File: src/rtl/rmw_pkg.sv
// Shared types for the read-modify-write RAM controller: operation codes and FSM states.
package rmw_pkg;

  typedef enum logic [1:0] {
    OP_REPLACE = 2'd0,
    OP_ADD     = 2'd1,
    OP_OR      = 2'd2,
    OP_AND     = 2'd3
  } rmw_op_e;

  typedef enum logic [1:0] {
    ST_IDLE  = 2'd0,
    ST_READ  = 2'd1,
    ST_WRITE = 2'd2,
    ST_RESP  = 2'd3
  } rmw_state_e;

endpackage

File: src/rtl/rmw_lane_alu.sv
// Single-lane fetch-and-op ALU. Define RMW_SATURATE_EN to clamp ADD at the lane maximum
// instead of wrapping.
module rmw_lane_alu
  import rmw_pkg::*;
#(
  parameter int WIDTH = 4
) (
  input  logic [WIDTH-1:0] old_i,
  input  logic [WIDTH-1:0] operand_i,
  input  rmw_op_e          op_i,
  output logic [WIDTH-1:0] result_o
);

`ifdef RMW_SATURATE_EN
  logic [WIDTH:0] sum;
  assign sum = {1'b0, old_i} + {1'b0, operand_i};
`else
  logic [WIDTH-1:0] sum;
  assign sum = old_i + operand_i;
`endif

  always_comb begin
    // NOTE: default assignment first so no path through the case leaves result_o unassigned (no latch).
    result_o = operand_i;
    case (op_i)
      OP_REPLACE: result_o = operand_i;
`ifdef RMW_SATURATE_EN
      OP_ADD:     result_o = sum[WIDTH] ? {WIDTH{1'b1}} : sum[WIDTH-1:0];
`else
      OP_ADD:     result_o = sum;
`endif
      OP_OR:      result_o = old_i | operand_i;
      OP_AND:     result_o = old_i & operand_i;
      default:    result_o = operand_i;
    endcase
  end

endmodule

File: src/rtl/tdp_ram_rmw_ctrl.sv
// Fetch-and-op controller on one port of a read-first true-dual-port RAM: READ, WRITE, RESP.
// Optional macro RMW_SATURATE_EN selects saturating per-lane ADD (see rmw_lane_alu).
module tdp_ram_rmw_ctrl
  import rmw_pkg::*;
#(
  parameter  int MEM_WIDTH          = 16,
  parameter  int WRITE_STROBE_WIDTH = 4,
  parameter  int ADDR_WIDTH         = 8,
  localparam int LANES              = MEM_WIDTH / WRITE_STROBE_WIDTH
) (
  input  logic                  clk,
  input  logic                  resetn,
  input  logic                  s_valid,
  output logic                  s_ready,
  input  logic [ADDR_WIDTH-1:0] s_addr,
  input  logic [MEM_WIDTH-1:0]  s_data,
  input  logic [LANES-1:0]      s_mask,
  input  logic [1:0]            s_op,
  output logic                  m_valid,
  input  logic                  m_ready,
  output logic [MEM_WIDTH-1:0]  m_data,
  output logic [ADDR_WIDTH-1:0] ramWriteAddr,
  output logic                  ramWrite,
  output logic [LANES-1:0]      ramWriteMask,
  output logic [MEM_WIDTH-1:0]  ramWriteData,
  input  logic [MEM_WIDTH-1:0]  ramWriteDataOut
);

  rmw_state_e            state_q;
  logic [ADDR_WIDTH-1:0] addr_q;
  logic [MEM_WIDTH-1:0]  data_q;
  logic [LANES-1:0]      mask_q;
  rmw_op_e               op_q;
  logic                  m_valid_q;
  logic [MEM_WIDTH-1:0]  m_data_q;
  logic [MEM_WIDTH-1:0]  result;
  logic                  accept;

  // Reset gates the handshake and the write strobe immediately, not only at the next edge.
  assign s_ready = resetn & ((state_q == ST_IDLE) | ((state_q == ST_RESP) & m_ready));
  assign accept  = s_valid & s_ready;

  always_ff @(posedge clk) begin
    // NOTE: all state here uses <= so every register samples pre-edge values of its peers.
    if (!resetn) begin
      state_q   <= ST_IDLE;
      addr_q    <= '0;
      data_q    <= '0;
      mask_q    <= '0;
      op_q      <= OP_REPLACE;
      m_valid_q <= 1'b0;
      m_data_q  <= '0;
    end else begin
      if (accept) begin
        addr_q <= s_addr;
        data_q <= s_data;
        mask_q <= s_mask;
        op_q   <= rmw_op_e'(s_op);
      end
      case (state_q)
        ST_IDLE: begin
          if (accept) state_q <= ST_READ;
        end
        ST_READ: begin
          state_q <= ST_WRITE;
        end
        ST_WRITE: begin
          m_data_q  <= ramWriteDataOut;
          m_valid_q <= 1'b1;
          state_q   <= ST_RESP;
        end
        ST_RESP: begin
          if (m_ready) begin
            m_valid_q <= 1'b0;
            state_q   <= accept ? ST_READ : ST_IDLE;
          end
        end
        default: state_q <= ST_IDLE;
      endcase
    end
  end

  for (genvar i = 0; i < LANES; i++) begin : g_lane
    rmw_lane_alu #(
      .WIDTH(WRITE_STROBE_WIDTH)
    ) u_alu (
      .old_i    (ramWriteDataOut[i*WRITE_STROBE_WIDTH +: WRITE_STROBE_WIDTH]),
      .operand_i(data_q[i*WRITE_STROBE_WIDTH +: WRITE_STROBE_WIDTH]),
      .op_i     (op_q),
      .result_o (result[i*WRITE_STROBE_WIDTH +: WRITE_STROBE_WIDTH])
    );
  end

  assign ramWriteAddr = addr_q;
  assign ramWrite     = resetn & (state_q == ST_WRITE);
  assign ramWriteMask = mask_q;
  assign ramWriteData = result;
  assign m_valid      = m_valid_q;
  assign m_data       = m_data_q;

endmodule

File: config.mk
export PLATFORM = sky130hd
export DESIGN_NAME = tdp_ram_rmw_ctrl
export DESIGN_NICKNAME = d
export VERILOG_FILES = /design/src/rtl/rmw_pkg.sv /design/src/rtl/rmw_lane_alu.sv /design/src/rtl/tdp_ram_rmw_ctrl.sv
export SDC_FILE = /design/constraint.sdc
export NUM_CORES = 1
export LEC_CHECK = 0
export CAP_MARGIN = 10
export CORE_ASPECT_RATIO = 0.6
export CORE_MARGIN = 2
export CORE_UTILIZATION = 30
export DETAILED_ROUTE_END_ITERATION = 16
export GPL_ROUTABILITY_DRIVEN = 0
export PLACE_DENSITY_LB_ADDON = 0.08
export SETUP_SLACK_MARGIN = 0.3
export SKIP_LAST_GASP = 1
export SYNTH_ARGS = -nofsm -noshare
export SYNTH_HDL_FRONTEND = slang
export SYNTH_HIERARCHICAL = 1
export SYNTH_SLANG_ARGS = --single-unit
File: constraint.sdc
create_clock -name clk -period 2.98 [get_ports clk]
set_input_delay 0.745 -clock clk [delete_from_list [all_inputs] [get_ports clk]]
set_output_delay 0.745 -clock clk [all_outputs]
set_load 0.02 [all_outputs]
==> impl_metrics.csv, run 1 <==
group,metric,value,unit
outcome,status,"finished clean",
logic_synthesis,ys_async_sr_fraction,0,%
worst_setup_path,cp.arrival,2.12,ns
min_path,hold_path_depth,2,
route,detail-route-antenna-nets,0,
place,dp_cells,619,
logic_synthesis,ys.warnings.count,6,
route,firstDrtPassIters,4,
global_route,grt_max_degree,26,
route,wl_per_cell,13.20,um
place,port_buffers,96,
logic_synthesis,synth_flop_cell,"dfxtp_1",
sta,period_share,96.19,%
logic_synthesis,synth_top_family_by_area,"multiplexers",
clock_tree,cts_hold_buf,0,
die,die_y,83.88,um
worst_setup_path,cp_num_buf_inv,3,
sta,worst_pin_slew,0.3887,ns
min_path,holdCritStartpoint,"ramWriteAddr[2]",
logic_synthesis,synth.yosys.seq_area_share,30.75,%
clock_tree,ctsHtreeMaxLevel,2,
sta,setup_ws,0.1136,ns
worst_setup_path,crit_path_max_incr_delay,0.47,ns
worst_setup_path,r2r-end,"op_q[0]",
logic_synthesis,synthSimpleGateAreaFrac,10.35,%
pwr,p_clk_share,17.3,%
route,routed_wl,8370,um
sta,hold_violations,0,
worst_setup_path,r2r_slack,1.42,ns
worst_setup_path,startpoint,"ramWriteDataOut[13]",
pwr,cellPowerDensity,656.5,nW/um^2
global_route,antenna_found_initial,1,
min_path,hold_class,"reg2reg",
global_route,grt_overflow,0,
sta,finalCriticalPeriod,2.866,ns
worst_setup_path,r2r-start,"state_q[1]",
clock_tree,cts-buffers-inserted,5,
die,dieArea,11500,um^2
logic_synthesis,synth_xor_area_share,2.196,%
sta,slew_viol_final,0,
route,num_vias,2708,
clock_tree,insertion_delay,0.29,ns
logic_synthesis,yosysTopAreaCellShare,30.75,%
pwr,finalPower,3.267,mW
sta,rsz0062_at_grt,"yes",
logic_synthesis,synth_compound_area_share,7.255,%
clock_tree,clockBufferDepth,2,
route,routed.top_layer,"met4",
sta,relSlewSlack,74.09,%
worst_setup_path,endpoint,"ramWriteData[15]",
clock_tree,clock-sinks,49,
pwr,seq_power_share,28.5,%
logic_synthesis,syn_inst,365,
worst_setup_path,path_delay_family,"multiplexers",
sta,finalClockSkew,0.004968,ns
worst_setup_path,cp-start-kind,"input pin",
route,drt-met1-wl,4123,um
cells_and_area,layout-drive-gt1-share,26.52,%
worst_setup_path,crit_cells,8,
die,core_region_area,10450,um^2
cells_and_area,final_cells,634,
logic_synthesis,synthDistinctLibCells,27,
flow_run,max-cap-violations,0,
die,initial_core_util,30.53,%
logic_synthesis,synth.area.top_cells,"dfxtp_1 (31%), mux2i_1 (14%), ha_1 (14%), inv_1 (9.2%), nand2_1 (6.6%)",
logic_synthesis,yosys.area.top_type,"dfxtp_1",
logic_synthesis,syn-num-nets,455,
worst_setup_path,crit_fanout,2,
sta,timing.fmax,348.9,MHz
die,io-pin-count,97,
logic_synthesis,synth.most_common_cell,"inv_1",
route,drc_errors,0,
route,drt_iter0_drc,53,
cells_and_area,fin_nets,584,
logic_synthesis,synth_area,3191,um^2
clock_tree,path_clk_slew,0.06,ns
worst_setup_path,crit_type,"in2out",
logic_synthesis,avgSynthCellArea,8.741,um^2
logic_synthesis,synthTopCellsByCount,"inv_1 (78), nand2_1 (56), dfxtp_1 (49)",
pwr,p_int,2.022,mW
global_route,first_global_vias,2755,
place,place_ws,-0.7872,ns
logic_synthesis,synth_edf_count,0,
clock_tree,root_buffer,"clkbuf_16",
worst_setup_path,end_kind,"output port",
route,via_per_inst,4.271,
global_route,grtUsageTotal,15.30,%
worst_setup_path,required,2.24,ns
worst_setup_path,cpMaxStageDelayCell,"mux4_2",
pwr,power_switching_share,38.12,%
die,die_x,137.1,um
route,dr_wl_met2,3702,um
route,wl_met3,480,um
cells_and_area,syn_to_final_growth,55.96,%
worst_setup_path,crit_chain,"buf_8 -> buf_6 -> ha_4 -> a21o_1 -> a21oi_2 -> xnor2_1 -> mux4_2 -> buf_6",
worst_setup_path,cp_common_cell,"buf_6",
pwr,power_leakage,2.142,nW
sta,setup_violations,0,
logic_synthesis,ys_seq_elements,49,
logic_synthesis,yosys.area_share.adder,16.63,%
die,fp-row-count,29,
pwr,combPwrFrac,54.1,%
worst_setup_path,ff2ff_path_depth,5,
pwr,ir_worst_vdd,0.3073,mV
place,dp.final_hpwl,5972,um
global_route,grt_pass1_wl,13600,um
pwr,power_switching,1.245,mW
logic_synthesis,synthMuxAreaShare,20.55,%
clock_tree,cts_tree,"built",
[cells in the final DEF, fill, tap and decap left out, types with 14 or more instances in the layout]
cell             instances
buf_4                   38
buf_6                   19
clkdlybuf4s50_1         62
dfxtp_1                 46
ha_1                    14
ha_4                    19
inv_1                   64
mux2i_1                 46
nand2_1                 56
nor2_1                  19
o21ai_1                 14
[metal layers]
layer | track usage, % | vias to the layer above
met2 | 24.38 | 51
met1 | 20.22 | 1250
met4 | 3.093 | 0
met3 | 4.979 | 5
met5 | 0 | -
li1 | - | 1402
[worst register-to-register path, stage by stage (launching register included)]
cell	delay [ns]
dfxtp_1	0.38
ha_1	0.26
a21oi_2	0.11
nor2_4	0.11
buf_4	0.36
mux2i_1	0.25
[registers in the layout (all words and copies together), names as in the netlist]
signal	cells
ramWriteAddr	8
state_q	2
op_q	2
m_data	16
ramWriteMask	4
data_q	16
m_valid	1
[through the flow]
| step | cell area [um^2] | hold WS (ns) | utilization [%] | TNS (ns) |
|---|---|---|---|---|
| floorplan | 3191 | 0.4602 | - | 0 |
| global placement | 4482 | 0.4406 | 42.89 | -9.933 |
| detailed placement | 4482 | 0.4493 | 42.89 | -10.18 |
| CTS | 4908 | 0.4644 | 46.97 | 0 |
| global route | 4976 | 0.4826 | 47.62 | 0 |
| finish | 4976 | 0.4580 | 47.62 | 0 |
[power groups by stage]
stage               clock network, mW  registers (mW)  logic (mW)
floorplan                           0            1.03       0.913
global route                    0.630           0.957        1.93
detailed placement                  0           0.932        1.69
CTS                             0.603           0.933        1.73
finish                          0.566           0.932        1.77
global placement                    0           0.927        1.68
[logic make-up after synthesis]
family                     count (synthesis)
buffers and inverters                     93
xor gates and xnor gates                   8
AOI/OAI and AO/OA                         39
and+or+nand+nor                           82
muxes                                     54
adders and majority gates                 40
DFF                                       49
[what timing repair did]
item | 4_1_cts | 5_1_grt
pin swaps | 30 | 22
resized for setup | 212 | 29
setup buffers | 5 | 2
setup endpoints to repair | 18 | 14
gates cloned | 0 | 0
hold endpoints to repair | 0 | 0
[worst min path at each step]
stage | end | slack [ns]
final | ramWriteAddr[2] | 0.46
after global routing | ramWriteMask[0] | 0.48
after detailed placement | ramWriteMask[3] | 0.45
after global placement | ramWriteAddr[5] | 0.44
after floorplan | data_q[0] | 0.46
after CTS | ramWriteMask[3] | 0.46
[area by class of cell]
class	count	area [um^2]
multi-input combinational	223	2077
clock buffer	7	142.6
fill	1038	5474
antenna	1	2.502
inverter	78	307.8
tap	139	173.9
sequential	49	984.7
timing repair buffer	137	1287
Power figures use the tool's default switching activity.
==> run 2, diff against run 1 <==
--- a/config.mk
+++ b/config.mk
@@ -11,9 +11,10 @@
 export CORE_UTILIZATION = 30
 export DETAILED_ROUTE_END_ITERATION = 16
 export GPL_ROUTABILITY_DRIVEN = 0
-export PLACE_DENSITY_LB_ADDON = 0.08
+export PLACE_DENSITY = 0.54
 export SETUP_SLACK_MARGIN = 0.3
 export SKIP_LAST_GASP = 1
+export SLEW_MARGIN = 5
 export SYNTH_ARGS = -nofsm -noshare
 export SYNTH_HDL_FRONTEND = slang
 export SYNTH_HIERARCHICAL = 1
==> run 2 against run 1 <==
Against the previous run: fmax fell by 0.52%; clock power is 2% higher; sequential power increased by 1%; flip-flop and latch count unchanged; worst setup slack lost 0.015 ns; critical path depth is the same; design area about the same; worst hold slack gained 0.00091 ns; clock skew shrank 0.0015 ns; critical endpoint unchanged; largest cell class unchanged; largest power group unchanged.
==> impl_metrics.csv, run 2 (synthesis results as in run 1) <==
group,metric,value,unit
outcome,status,"finished clean",
pwr,power_leakage,2.130,nW
route,routed_wl,8551,um
route,wl_per_cell,13.55,um
route,firstDrtPassIters,3,
worst_setup_path,cp.arrival,2.14,ns
cells_and_area,final_cell_mix,"inv_1 (66), clkdlybuf4s50_1 (62), nand2_1 (56)",
sta,timing.fmax,347.0,MHz
min_path,hold_class,"reg2reg",
sta,period_share,96.69,%
worst_setup_path,required,2.24,ns
sta,finalClockSkew,0.003496,ns
pwr,ir_worst_vdd,0.2558,mV
die,die_y,83.88,um
clock_tree,cts_hold_buf,0,
cells_and_area,multi_input_area,2091,um^2
sta,worst_pin_slew,0.3609,ns
min_path,holdCritStartpoint,"ramWriteMask[1]",
route,drc_errors,0,
worst_setup_path,r2r-start,"state_q[0]",
sta,finalCriticalPeriod,2.881,ns
cells_and_area,fin_nets,581,
cells_and_area,n_antenna_cell,0,
clock_tree,cts_tree,"built",
route,via_per_inst,4.301,
worst_setup_path,cp-start-kind,"input pin",
cells_and_area,ff_latch_area,984.7,um^2
flow_run,max-cap-violations,0,
place,dp.final_hpwl,5967,um
global_route,grt_pass1_wl,13870,um
worst_setup_path,startpoint,"ramWriteDataOut[13]",
worst_setup_path,end_kind,"output port",
die,core_region_area,10450,um^2
sta,hold_violations,0,
die,initial_core_util,30.53,%
cells_and_area,final_common_cell,"inv_1",
clock_tree,clockBufferDepth,2,
sta,rsz0062_at_grt,"yes",
route,detail-route-antenna-nets,0,
die,die_x,137.1,um
cells_and_area,layout-drive-gt1-share,26.83,%
worst_setup_path,crit_cells,8,
die,io-pin-count,97,
sta,fin_hold_ws,0.4589,ns
pwr,cellPowerDensity,669.6,nW/um^2
route,drt_iter0_drc,76,
sta,relSlewSlack,75.94,%
clock_tree,root_buffer,"clkbuf_16",
die,dieArea,11500,um^2
cells_and_area,fillers,994,
worst_setup_path,cp_num_buf_inv,3,
clock_tree,path_clk_slew,0.07,ns
clock_tree,insertion_delay,0.29,ns
worst_setup_path,crit_path_max_incr_delay,0.48,ns
cells_and_area,syn_to_final_growth,55.92,%
clock_tree,cts-buffers-inserted,5,
sta,setup_violations,0,
route,num_vias,2714,
min_path,hold_path_depth,2,
worst_setup_path,crit_type,"in2out",
global_route,grt_overflow,0,
global_route,grt_max_degree,31,
sta,slew_viol_final,0,
die,fp-row-count,29,
worst_setup_path,ff2ff_path_depth,5,
worst_setup_path,cpMaxStageDelayCell,"mux4_2",
worst_setup_path,cp_common_cell,"buf_6",
place,port_buffers,96,
worst_setup_path,path_delay_family,"multiplexers",
worst_setup_path,crit_fanout,2,
clock_tree,ctsHtreeMaxLevel,2,
global_route,grtUsageTotal,15.24,%
clock_tree,clock-sinks,49,
global_route,first_global_vias,2778,
worst_setup_path,crit_chain,"buf_8 -> buf_6 -> ha_4 -> a21o_1 -> a21oi_4 -> xnor2_2 -> mux4_2 -> buf_6",
global_route,antenna_found_initial,0,
sta,finalSetupTns,0,ns
==> run 2: final cells by class <==
| type | count | share of cell area (%) |
|---|---|---|
| Inverter | 78 | 6.137 |
| Multi-Input combinational cell | 223 | 42.03 |
| Clock inverter | 1 | 0.1509 |
| Tap cell | 139 | 3.496 |
| Clock buffer | 7 | 2.666 |
| Sequential cell | 49 | 19.79 |
| Timing Repair Buffer | 134 | 25.73 |
==> run 2: worst min-delay path, cell delays in order (launching register included) <==
cell	delay (ns)
dfxtp_1	0.31
nand2_1	0.05
mux2i_1	0.05
==> run 2: power breakdown <==
part / internal (mW) / leakage, nW / switching (mW)
Clock: 0.313 / 0.0641 / 0.265
Combinational: 0.899 / 1.66 / 0.909
Sequential: 0.813 / 0.402 / 0.132
==> run 2: what timing repair did <==
| item | CTS | global route |
|---|---|---|
| gates resized for setup | 231 | 20 |
| endpoints found under the setup margin | 18 | 14 |
| pin swaps | 28 | 17 |
| buffers inserted | 6 | 0 |
==> run 2: routing by layer <==
metal,wire length (um),track usage [%]
met1,4174,20.20
met2,3737,24.56
met3,587,4.857
met4,51,2.530
met5,0,0
==> run 2: worst paths after layout <==
check	end	slack [ns]
worst min-delay path	ramWriteMask[1]	0.46
worst max-delay path	ramWriteData[15]	0.1
worst min register to register	ramWriteMask[1]	0.46
worst max register to register	m_data[8]	1.56
==> run 2: through the flow <==
stage	instance area [um^2]	power [mW]	cells	setup WS (ns)	util, %
2_1_floorplan	3191	1.945	365	0.2979	-
3_3_place_gp	4479	2.603	617	-0.7886	42.86
3_5_place_dp	4479	2.637	617	-0.7891	42.86
4_1_cts	4962	3.331	631	0.05296	47.49
5_1_grt	4975	3.560	631	0.04213	47.61
6_report	4975	3.331	631	0.09856	47.61
==> run 3, diff against run 2 <==
--- a/config.mk
+++ b/config.mk
@@ -7,8 +7,9 @@
 export LEC_CHECK = 0
 export CAP_MARGIN = 10
 export CORE_ASPECT_RATIO = 0.6
-export CORE_MARGIN = 2
+export CORE_MARGIN = 1
 export CORE_UTILIZATION = 30
+export CTS_CLUSTER_DIAMETER = 150
 export DETAILED_ROUTE_END_ITERATION = 16
 export GPL_ROUTABILITY_DRIVEN = 0
 export PLACE_DENSITY = 0.54
==> constraint.sdc (replaced) <==
create_clock -name clk -period 2.98 [get_ports clk]
set_input_delay 0.298 -clock clk [delete_from_list [all_inputs] [get_ports clk]]
set_output_delay 0.298 -clock clk [all_outputs]
set_load 0.02 [all_outputs]
==> run 3 against run 2 <==
Against the previous run: die area decreased by 3.8%; sequential share of layout area up 2.4 points; worst setup slack better by 0.30 ns; critical path depth increased by 1; design area is 11% lower; fmax grew 12%; worst hold slack got worse by 0.0042 ns; routed wire length down 8.9%; clock power is 0.9% higher; flip-flop and latch count did not move.
==> impl_metrics.csv, run 3 (synthesis results as in run 1) <==
group,metric,value,unit
outcome,status,"finished clean",
pwr,power_leakage,1.964,nW
worst_setup_path,r2r-start,"state_q[1]",
cells_and_area,layout-drive-gt1-share,7.725,%
worst_setup_path,r2r-end,"data_q[3]",
global_route,grtUsageTotal,14.80,%
clock_tree,root_buffer,"clkbuf_16",
global_route,grt_max_degree,22,
cells_and_area,n_antenna_cell,0,
route,firstDrtPassIters,4,
cells_and_area,syn_to_final_growth,38.67,%
pwr,finalPower,3.068,mW
pwr,power_switching_share,38.58,%
clock_tree,ctsHtreeMaxLevel,2,
global_route,grt_overflow,0,
sta,relSlewSlack,75.88,%
place,dp.final_hpwl,5823,um
pwr,combPwrFrac,50.9,%
route,routed_wl,7790,um
worst_setup_path,ff2ff_path_depth,5,
sta,setup_violations,0,
pwr,p_int,1.884,mW
clock_tree,path_clk_slew,0.06,ns
cells_and_area,utilization,43.85,%
die,die_x,135.1,um
worst_setup_path,startpoint,"ramWriteDataOut[4]",
worst_setup_path,endpoint,"ramWriteData[6]",
sta,timing.fmax,387.7,MHz
clock_tree,clock-sinks,49,
die,initial_core_util,31.62,%
flow_run,max-cap-violations,0,
global_route,antenna_found_initial,0,
route,detail-route-antenna-nets,0,
sta,finalCriticalPeriod,2.580,ns
clock_tree,cts_hold_buf,0,
cells_and_area,final_cell_mix,"clkdlybuf4s50_1 (84), inv_1 (78), nand2_1 (56)",
die,io-pin-count,97,
route,wl_per_cell,12.96,um
worst_setup_path,crit_fanout,3,
sta,finalSetupTns,0,ns
sta,hold_violations,0,
sta,slew_viol_final,0,
cells_and_area,final_common_cell,"clkdlybuf4s50_1",
cells_and_area,fin_nets,556,
die,fp-row-count,28,
sta,finalClockSkew,0.005376,ns
pwr,p_clk_share,19.0,%
clock_tree,cts-buffers-inserted,5,
route,num_vias,2565,
die,dieArea,11060,um^2
worst_setup_path,cp.arrival,2.28,ns
pwr,power_switching,1.184,mW
clock_tree,clockBufferDepth,2,
worst_setup_path,cp-start-kind,"input pin",
route,via_per_inst,4.268,
place,place_area,4319,um^2
route,drc_errors,0,
global_route,grt_pass1_wl,12320,um
worst_setup_path,required,2.68,ns
worst_setup_path,end_kind,"output port",
cells_and_area,final_cell_area,4424,um^2
sta,rsz0062_at_grt,"no",
clock_tree,insertion_delay,0.29,ns
clock_tree,cts_tree,"built",
pwr,ir_worst_vdd,0.2782,mV
pwr,seq_power_share,30.1,%
sta,worst_pin_slew,0.3618,ns
route,drt_iter0_drc,58,
die,core_region_area,10090,um^2
worst_setup_path,crit_type,"in2out",
min_path,hold_class,"reg2reg",
global_route,first_global_vias,2510,
worst_setup_path,r2r_slack,1.51,ns
pwr,cellPowerDensity,693.4,nW/um^2
sta,period_share,86.56,%
die,die_y,81.88,um
place,port_buffers,96,
-- run 3: cell count changes in the layout (fill, tap and decap cells not counted), moves of 16 or more --
cell,delta
ha_4,-18
buf_6,-16
o21ai_0,+16
ha_1,+21
buf_4,-25
clkdlybuf4s50_1,+22
-- run 3: power by group through the flow --
stage / sequential [mW] / clock [mW] / combinational [mW]
global placement: 0.929 / 0 / 1.62
CTS: 0.924 / 0.609 / 1.60
finish: 0.922 / 0.583 / 1.56
detailed placement: 0.936 / 0 / 1.65
floorplan: 1.03 / 0 / 0.913
global route: 0.946 / 0.635 / 1.72
-- run 3: worst min-delay path by stage --
stage                    startpoint              end  cells past startpoint
detailed placement  ramWriteAddr[6]  ramWriteAddr[6]                      2
global placement    ramWriteAddr[7]  ramWriteAddr[7]                      2
finish              ramWriteMask[0]  ramWriteMask[0]                      2
global route        ramWriteAddr[6]  ramWriteAddr[6]                      2
CTS                 ramWriteMask[0]  ramWriteMask[0]                      2
floorplan                 s_data[0]        data_q[0]                      2
-- run 3: layer usage --
| metal | vias up | track usage, % | part of all wire [%] |
|---|---|---|---|
| met5 | - | 0 | 0 |
| met4 | 0 | 2.697 | 0.59 |
| met3 | 7 | 5.802 | 7.4 |
| met2 | 63 | 23.08 | 41 |
| met1 | 1143 | 19.40 | 51 |
| li1 | 1352 | - | - |
-- run 3: through the flow --
step	instances	hold WS (ns)	setup slack, ns
floorplan	365	0.4336	1.108
global placement	594	0.4409	0.07750
detailed placement	594	0.4468	0.04035
CTS	601	0.4579	0.2501
global route	601	0.4782	0.3007
finish	601	0.4547	0.4005
-- run 3: worst max-delay path, stage by stage --
cell and delay (ns):
clkdlybuf4s50_1 0.54, ha_1 0.21, inv_1 0.06, fa_1 0.37, xor2_1 0.14, o21ai_0 0.13, nand2_1 0.06, o21ai_0 0.10
dlygate4sd2_1 0.37
-- run 3: layout make-up --
cell class / count / area [um^2]
repair buffers: 109 / 1021
well taps: 135 / 168.9
inverters: 78 / 292.8
clock buffers: 7 / 142.6
fillers: 1012 / 5665
multi-input cells: 223 / 1818
flip-flops and latches: 49 / 980.9
-- run 3: timing repair --
action | in CTS | in global routing
gates resized for setup | 14 | 15
pin swaps | 0 | 0
setup buffers | 0 | 0
setup endpoints to repair | 12 | 7
